**src/rtl/reset_release_sequencer.sv**
```systemverilog
// Purpose : holds CHANNELS reset domains until PLL lock is stable, then releases them in index order; free-running heartbeat.
// Latency : Locked -> lock_s 2 cycles; first release LOCK_FILTER+HOLD_CYCLES cycles after lock_s rises; STAGE_GAP between channels.
// Backpressure: none; Restart and lock loss abort immediately and re-arm the sequence.
//
// Ports:
//   Clock, Reset        sole clock, synchronous active-high reset
//   Locked              PLL lock, asynchronous (synchronised here)
//   Restart             synchronous soft-restart pulse
//   ChannelReset        per-domain reset, active-high, registered
//   Running             high once every channel is released
//   LockLossCount       saturating count of lock losses after filtering
//   Leds, Alive         heartbeat taps
module reset_release_sequencer #(
    parameter int CHANNELS    = 4,
    parameter int HOLD_CYCLES = 63,
    parameter int STAGE_GAP   = 16,
    parameter int LOCK_FILTER = 8,
    parameter int HB_WIDTH    = 32,
    parameter int LED_WIDTH   = 4,
    parameter int LED_LSB     = 21
) (
    input  logic                 Clock,
    input  logic                 Reset,
    input  logic                 Locked,
    input  logic                 Restart,
    output logic [CHANNELS-1:0]  ChannelReset,
    output logic                 Running,
    output logic [7:0]           LockLossCount,
    output logic [LED_WIDTH-1:0] Leds,
    output logic                 Alive
);

    localparam int CYC_MAX = (HOLD_CYCLES > STAGE_GAP) ? HOLD_CYCLES : STAGE_GAP;
    localparam int FW      = $clog2(LOCK_FILTER + 1);
    localparam int CW      = $clog2(CYC_MAX + 1);
    localparam int IW      = $clog2(CHANNELS + 1);

    localparam logic [FW-1:0] FILT_LAST = FW'(LOCK_FILTER - 1);
    localparam logic [CW-1:0] HOLD_LAST = CW'(HOLD_CYCLES - 1);
    localparam logic [CW-1:0] GAP_LAST  = CW'(STAGE_GAP - 1);
    localparam logic [IW-1:0] IDX_LAST  = IW'(CHANNELS - 1);

    typedef enum logic [1:0] {WAIT_LOCK, HOLD, STAGE, RUN} state_t;

    state_t                state, state_n;
    logic                  sync1, lock_s;
    logic [FW-1:0]         filt_cnt, filt_n;
    logic [CW-1:0]         cyc_cnt, cyc_n;
    logic [IW-1:0]         idx, idx_n;
    logic [CHANNELS-1:0]   cr_n;
    logic                  run_n;
    logic [7:0]            llc_n;
    logic [HB_WIDTH-1:0]   hb;
    logic                  abort;

    always_ff @(posedge Clock) begin
        if (Reset) begin
            sync1         <= 1'b0;
            lock_s        <= 1'b0;
            state         <= WAIT_LOCK;
            filt_cnt      <= '0;
            cyc_cnt       <= '0;
            idx           <= '0;
            ChannelReset  <= '1;
            Running       <= 1'b0;
            LockLossCount <= '0;
            hb            <= '0;
        end else begin
            sync1         <= Locked;
            lock_s        <= sync1;
            state         <= state_n;
            filt_cnt      <= filt_n;
            cyc_cnt       <= cyc_n;
            idx           <= idx_n;
            ChannelReset  <= cr_n;
            Running       <= run_n;
            LockLossCount <= llc_n;
            hb            <= hb + 1'b1;
        end
    end

    // Any lock drop or restart outside WAIT_LOCK tears the whole sequence down.
    assign abort = (state != WAIT_LOCK) && (!lock_s || Restart);

    always_comb begin
        state_n = state;
        filt_n  = filt_cnt;
        cyc_n   = cyc_cnt;
        idx_n   = idx;
        cr_n    = ChannelReset;
        run_n   = Running;
        llc_n   = LockLossCount;

        if (abort) begin
            state_n = WAIT_LOCK;
            filt_n  = '0;
            cyc_n   = '0;
            idx_n   = '0;
            cr_n    = '1;
            run_n   = 1'b0;
            // Only genuine lock loss is counted; a soft restart is not a fault.
            if (!lock_s && LockLossCount != 8'hFF) begin
                llc_n = LockLossCount + 8'd1;
            end
        end else begin
            case (state)
                WAIT_LOCK: begin
                    if (Restart || !lock_s) begin
                        filt_n = '0;
                    end else if (filt_cnt == FILT_LAST) begin
                        filt_n  = '0;
                        cyc_n   = '0;
                        state_n = HOLD;
                    end else begin
                        filt_n = filt_cnt + 1'b1;
                    end
                end
                HOLD: begin
                    if (cyc_cnt == HOLD_LAST) begin
                        cr_n[0] = 1'b0;
                        cyc_n   = '0;
                        if (CHANNELS == 1) begin
                            state_n = RUN;
                            run_n   = 1'b1;
                        end else begin
                            state_n = STAGE;
                            idx_n   = IW'(1);
                        end
                    end else begin
                        cyc_n = cyc_cnt + 1'b1;
                    end
                end
                STAGE: begin
                    if (cyc_cnt == GAP_LAST) begin
                        // Loop compare keeps the index width independent of the bus width.
                        for (int i = 0; i < CHANNELS; i++) begin
                            if (IW'(i) == idx) begin
                                cr_n[i] = 1'b0;
                            end
                        end
                        cyc_n = '0;
                        idx_n = idx + 1'b1;
                        if (idx == IDX_LAST) begin
                            state_n = RUN;
                            run_n   = 1'b1;
                        end
                    end else begin
                        cyc_n = cyc_cnt + 1'b1;
                    end
                end
                default: begin
                    // RUN: hold until abort.
                end
            endcase
        end
    end

    assign Leds  = hb[LED_LSB +: LED_WIDTH];
    assign Alive = hb[LED_LSB-1];

endmodule

```
**config.mk**
```make
export PLATFORM = sky130hd
export DESIGN_NAME = reset_release_sequencer
export DESIGN_NICKNAME = d
export VERILOG_FILES = /design/src/rtl/reset_release_sequencer.sv
export SDC_FILE = /design/constraint.sdc
export NUM_CORES = 1
export LEC_CHECK = 0
export ABC_AREA = 1
export ABC_CLOCK_PERIOD_IN_PS = 2800
export CORE_AREA = 2 2 74 76
export CTS_BUF_LIST = sky130_fd_sc_hd__clkbuf_4 sky130_fd_sc_hd__clkbuf_8 sky130_fd_sc_hd__clkbuf_16
export DETAILED_ROUTE_END_ITERATION = 10
export DIE_AREA = 0 0 76 78
export PLACE_DENSITY = 0.8
export SKIP_CTS_REPAIR_TIMING = 1
export SYNTH_ARGS = -nofsm -noshare
export SYNTH_HDL_FRONTEND = slang
export SYNTH_SLANG_ARGS = --single-unit
```
**constraint.sdc**
```tcl
create_clock -name Clock -period 2.8 [get_ports Clock]
set_input_delay 0.56 -clock Clock [delete_from_list [all_inputs] [get_ports Clock]]
set_output_delay 0.56 -clock Clock [all_outputs]
set_load 0.01 [all_outputs]
```
# Word-level counts from Yosys, hierarchy flattened
# Cells that the tools add are included.
# word_totals
input_bits,4
output_inout_bits,18
word_cells,73
reg_bits,62
# op_classes
n_mux,20
eq_ne,16
n_addsub,5
reduce_logical,19
# ops
cell,count
$add 32x1->32 const B,1
$mux 6,4
$pmux 6 s3,1
$reduce_and 3->1,6
$ne 2x2->1 const B,6
$mux 2,5
$add 8x1->8 const B,1
$mux 4,2
$ne 8x8->1 const B,1
$add 6x1->6 const B,1
$eq 2x3->1 const A,2
$eq 6x4->1 const B,1
$eq 6x6->1 const B,1
$mux 3,2
$pmux 2 s3,1
$pmux 3 s2,1
$reduce_and 6->1,1
$add 4x1->4 const B,1
$eq 4x3->1 const B,1
$reduce_and 4->1,1
$reduce_bool 2->1,2
$add 3x1->3 const B,1
$eq 1x3->1 const A,1
$eq 3x2->1 const B,1
other kinds (12),15

# Depth between registers and ports, before layout
# logic_depth
depth_word,4
depth_mapped,10
ltp_nobuf,9

# Least setup slack after synthesis
# OpenSTA, ideal clock, no wires.
# synth_path
kind,register -> register
from,register state[0]
to,register LockLossCount[0]
path_slack_ps,1331
t_arrival_ps,1356
setup_ps,113
t_required_ps,2687
n_path_buf,1
path_stages_with_launch,10
period_less_slack_ps,1469
cell_sequence,dfxtp_1 inv_1 ha_1 buf_6 nor2_1 nand2_2 inv_2 nand2_2 nand2_1 nor2_1
# synth_between
elab_chain_cells,3
# synth_rtl
element,line_no,text
start: declaration,45,"state_t state, state_n;"
start signal: assignment,71,state <= state_n;
$reduce_bool 2->1,83,assign abort = (state != WAIT_LOCK) && (!lock_s || Restart);
$logic_and 1x1->1,83,
$reduce_and 2->1 (no line),--,
end signal: assignment,77,LockLossCount <= llc_n;
end: declaration,28,"output logic [7:0] LockLossCount,"
# Every way passes these cells.
# A chain may end at the register's enable or synchronous reset.

# Final worst setup path
# layout_path
from,register hb[20]
to,output Alive
# layout_lines
element,line_no,text
start: declaration,53,logic [HB_WIDTH-1:0] hb;
start signal: assignment,78,hb <= hb + 1'b1;
end: declaration,30,output logic Alive
# No word-level cell between the ends.

==> impl_metrics.csv <==
group,metric,value,unit
route,drc,0,
route,1st_iter_drt_viols,144,
logic_synthesis,most_frequently_used_flop_master_after_synthesis,"sky130_fd_sc_hd__dfxtp_1",
logic_synthesis,synth_compound_area_share,8.35,%
worst_setup_path,ff2ff_setup_slack,0.90,ns
sta,finalClockSkew,0.00994,ns
logic_synthesis,synth-seq-area-share,36.6,%
logic_synthesis,average_instance_area_after_synthesis,6.75,um^2
layout,finalNonFillerCells,537,
route,vias,2644,
clock_tree,numCtsBuffers,5,
clock_tree,cts.root.buffer_cell,"sky130_fd_sc_hd__clkbuf_8",
layout,layout_fillers,463,
pwr,power_leakage,1.32,nW
floorplanning,floorplan.io_pins,22,
worst_setup_path,timing_worst_setup_path_type,"register to output pin",
floorplanning,dieArea,0.00593,mm^2
worst_setup_path,cp_cell_sequence,"clkdlybuf4s50_1",
worst_setup_path,crit_fanout,6,
pwr,irDropWorstVdd,0.334,mV
logic_synthesis,post_synth_mux_area_share,0,%
worst_setup_path,cp_num_buf_inv,1,
sta,slew-limit-headroom,58.9,%
sta,max_freq,521,MHz
layout,layout-area-overhead-vs-synth,11.6,%
sta,fin_worst_hold_slack,0.450,ns
logic_synthesis,synth.ff_latch_count,55,
route,wl_per_cell,11.0,um
placed_design,placed_cell_area,0.00326,mm^2
logic_synthesis,yosys.area.top_type_share,36.6,%
layout,stdcell_area,0.00336,mm^2
global_routing,globalRoute.totalOverflow,0,
hold_path,hp-class,"register to register",
layout,drive_above_1_share,7.49,%
logic_synthesis,yosys.area_share.simple,36.5,%
clock_tree,clk_latency,0.31,ns
placed_design,placedCellCount,529,
global_routing,via_count_of_the_first_global_routing_pass,2427,
sta,grt_setup_unrepaired,"false",
route,wl,5.91,mm
logic_synthesis,share_of_flip_flops_with_an_asynchronous_set_or_reset_after_synthesis,0,%
sta,final_min_period_over_clock_period,68.5,%
pwr,power_density,387,mW/mm^2
placed_design,place.gp.congestion,0.900,
sta,setup-tns-final,0,ns
worst_setup_path,critPathRequiredTime,2.24,ns
sta,transition_time_at_the_pin_with_the_least_slew_margin,0.617,ns
floorplanning,effective_utilization_at_floorplan,59.7,%
worst_setup_path,max_stage_delay_cell_worst_path,"sky130_fd_sc_hd__clkdlybuf4s50_1",
layout,num-nets-final,485,
layout,final_core_util,66.6,%
placed_design,detailed_place_hpwl,4.47,mm
logic_synthesis,netlist_top_cells_count,"sky130_fd_sc_hd__nand2_1, sky130_fd_sc_hd__nor2_1, sky130_fd_sc_hd__inv_1",
route,number_of_detailed_routing_iterations_run_before_antenna_repair,4,
clock_tree,tritoncts,"built",
global_routing,pin_count_of_the_biggest_net_entering_global_routing,18,
run_status,status,"completed",
global_routing,number_of_antenna_violations_at_the_first_check_in_global_routing,0,
worst_setup_path,arrival,1.36,ns
sta,number_of_pins_with_negative_max_slew_slack_in_the_final_report,0,
logic_synthesis,synth_top_family_by_area,"simple AND/OR/NAND/NOR gates",
logic_synthesis,synth_edf_count,0,
logic_synthesis,synth_top_cell_by_area,"sky130_fd_sc_hd__dfxtp_1",
sta,min_period,1.92,ns
worst_setup_path,slowest_delay,0.58,ns
logic_synthesis,synth.yosys.warnings,0,
flow_run,drv_cap,0,
sta,setup_viol_count_final,0,
logic_synthesis,post_synthesis_share_of_cell_area_spent_on_full_adders_half_adders_and_majority_gates,6.23,%
floorplanning,die_h,78,um
floorplanning,die_w,76,um
clock_tree,htreeDepth,2,
worst_setup_path,timing.critical_path.max_delay_family,"buffers and inverters",
clock_tree,clock_sinks,55,
floorplanning,core-area,0.00504,mm^2
worst_setup_path,crit_path_end_kind,"output pin",
sta,final_critical_path_setup_slack,0.882,ns
sta,finalHoldViolCount,0,
floorplanning,std_cell_rows,26,
layout,antenna_cells_inserted,0,
worst_setup_path,cp-start-kind,"register",
pwr,total_power,1.30,mW
placed_design,placement.io_buffers,21,
clock_tree,clock_path_buffers,2,
route,postRouteAntennaNets,0,
clock_tree,clkSlewWorstSetupHoldPaths,0.10,ns
logic_synthesis,post_synth_num_cell_types,31,
global_routing,grt_pass1_wl,10.3,mm
logic_synthesis,syn_area,0.00301,mm^2
logic_synthesis,post_synthesis_share_of_cell_area_spent_on_xor_and_xnor_gates,3.20,%
logic_synthesis,synthTopCellsByArea,"sky130_fd_sc_hd__dfxtp_1, sky130_fd_sc_hd__nand2_1, sky130_fd_sc_hd__nor2_1",
logic_synthesis,post-synth-top-count-cell,"sky130_fd_sc_hd__nand2_1",
logic_synthesis,synthesis.nets,465,
route,post_drt_via_cell_ratio,4.92,
global_routing,grt.total_usage,21.0,%
logic_synthesis,synthesized_netlist_cell_count,446,
placed_design,pre_cts_slack,0.664,ns
==> worst paths after layout <==
check	start	endpoint	depth (start not counted)
setup / recovery	hb[20]	Alive	1
hold / removal	ChannelReset[0]	ChannelReset[0]	2
setup reg to reg	state[0]	cyc_cnt[4]	6
hold reg to reg	ChannelReset[0]	ChannelReset[0]	2
==> power by group <==
group / total (mW) / switching [mW] / leakage [nW] / internal [mW]
combinational: 0.0362 / 0.0231 / 0.827 / 0.0131
sequential: 0.790 / 0.00327 / 0.444 / 0.787
clock: 0.473 / 0.270 / 0.0474 / 0.203
total: 1.30 / 0.297 / 1.32 / 1.00
==> cell type report <==
cell class,instances,area (um^2),area share [%]
Multi-Input combinational cell,324,1630,48.6
Sequential cell,55,1100,32.8
Timing Repair Buffer,23,225,6.70
Inverter,57,214,6.37
Tap cell,70,87.6,2.61
Clock buffer,6,82.6,2.46
Clock inverter,2,16.3,0.484
==> routing by layer <==
metal	vias to the layer above	global-route usage [%]	part of all wire (%)
met4	0	6.36	0.93
li1	1416	-	-
met3	5	4.19	4.3
met2	53	34.6	44
met1	1170	28.0	50
met5	-	0	0
==> tightest hold or removal path, cell delays in order (launching register included) <==
cell and delay [ns]:
sky130_fd_sc_hd__dfxtp_1 0.32, sky130_fd_sc_hd__nand2_1 0.06, sky130_fd_sc_hd__nand2_1 0.04
==> layout by cell type (no fill, tap or decap) <==
| cell | synthesis | final |
|---|---|---|
| sky130_fd_sc_hd__nand2_1 | 119 | 119 |
| sky130_fd_sc_hd__nor2_1 | 74 | 74 |
| sky130_fd_sc_hd__inv_1 | 56 | 56 |
| sky130_fd_sc_hd__dfxtp_1 | 55 | 55 |
| sky130_fd_sc_hd__a21oi_1 | 26 | 26 |
| sky130_fd_sc_hd__nand3_1 | 25 | 25 |
| sky130_fd_sc_hd__clkdlybuf4s50_1 | 0 | 21 |
| sky130_fd_sc_hd__ha_1 | 15 | 15 |
| sky130_fd_sc_hd__o21ai_0 | 14 | 14 |
| sky130_fd_sc_hd__nand2_2 | 8 | 8 |
| sky130_fd_sc_hd__xor2_1 | 8 | 8 |
| sky130_fd_sc_hd__nor2_2 | 7 | 7 |
| sky130_fd_sc_hd__clkbuf_8 | 0 | 6 |
| sky130_fd_sc_hd__nand3b_1 | 5 | 5 |
| sky130_fd_sc_hd__nor2_4 | 4 | 4 |
| sky130_fd_sc_hd__nand4_1 | 3 | 3 |
| sky130_fd_sc_hd__nor3_1 | 3 | 3 |
| sky130_fd_sc_hd__xnor2_1 | 3 | 3 |
| sky130_fd_sc_hd__o21bai_1 | 2 | 2 |
| sky130_fd_sc_hd__buf_4 | 4 | 2 |
| sky130_fd_sc_hd__a21oi_2 | 1 | 1 |
| sky130_fd_sc_hd__o21ai_2 | 1 | 1 |
| sky130_fd_sc_hd__o21bai_4 | 1 | 1 |
| sky130_fd_sc_hd__nand4_2 | 1 | 1 |
| sky130_fd_sc_hd__inv_2 | 1 | 1 |
| sky130_fd_sc_hd__or2_2 | 1 | 1 |
| sky130_fd_sc_hd__and3_1 | 1 | 1 |
| sky130_fd_sc_hd__and2_1 | 1 | 1 |
| sky130_fd_sc_hd__nor4_1 | 1 | 1 |
| sky130_fd_sc_hd__clkinvlp_4 | 0 | 1 |
| sky130_fd_sc_hd__clkinv_4 | 0 | 1 |
==> registers in the layout (all words and copies together) (netlist names) <==
signal	count
ChannelReset	4
LockLossCount	8
Running	1
cyc_cnt	6
filt_cnt	4
hb	25
idx	3
lock_s	1
state	2
sync1	1
==> cell families after synthesis <==
family                     after synthesis
adders and majority gates               15
AOI/OAI and AO/OA                       45
buffers and inverters                   67
DFF                                     55
and+or+nand+nor                        253
xor gates and xnor gates                11
Power figures use the tool's default switching activity.
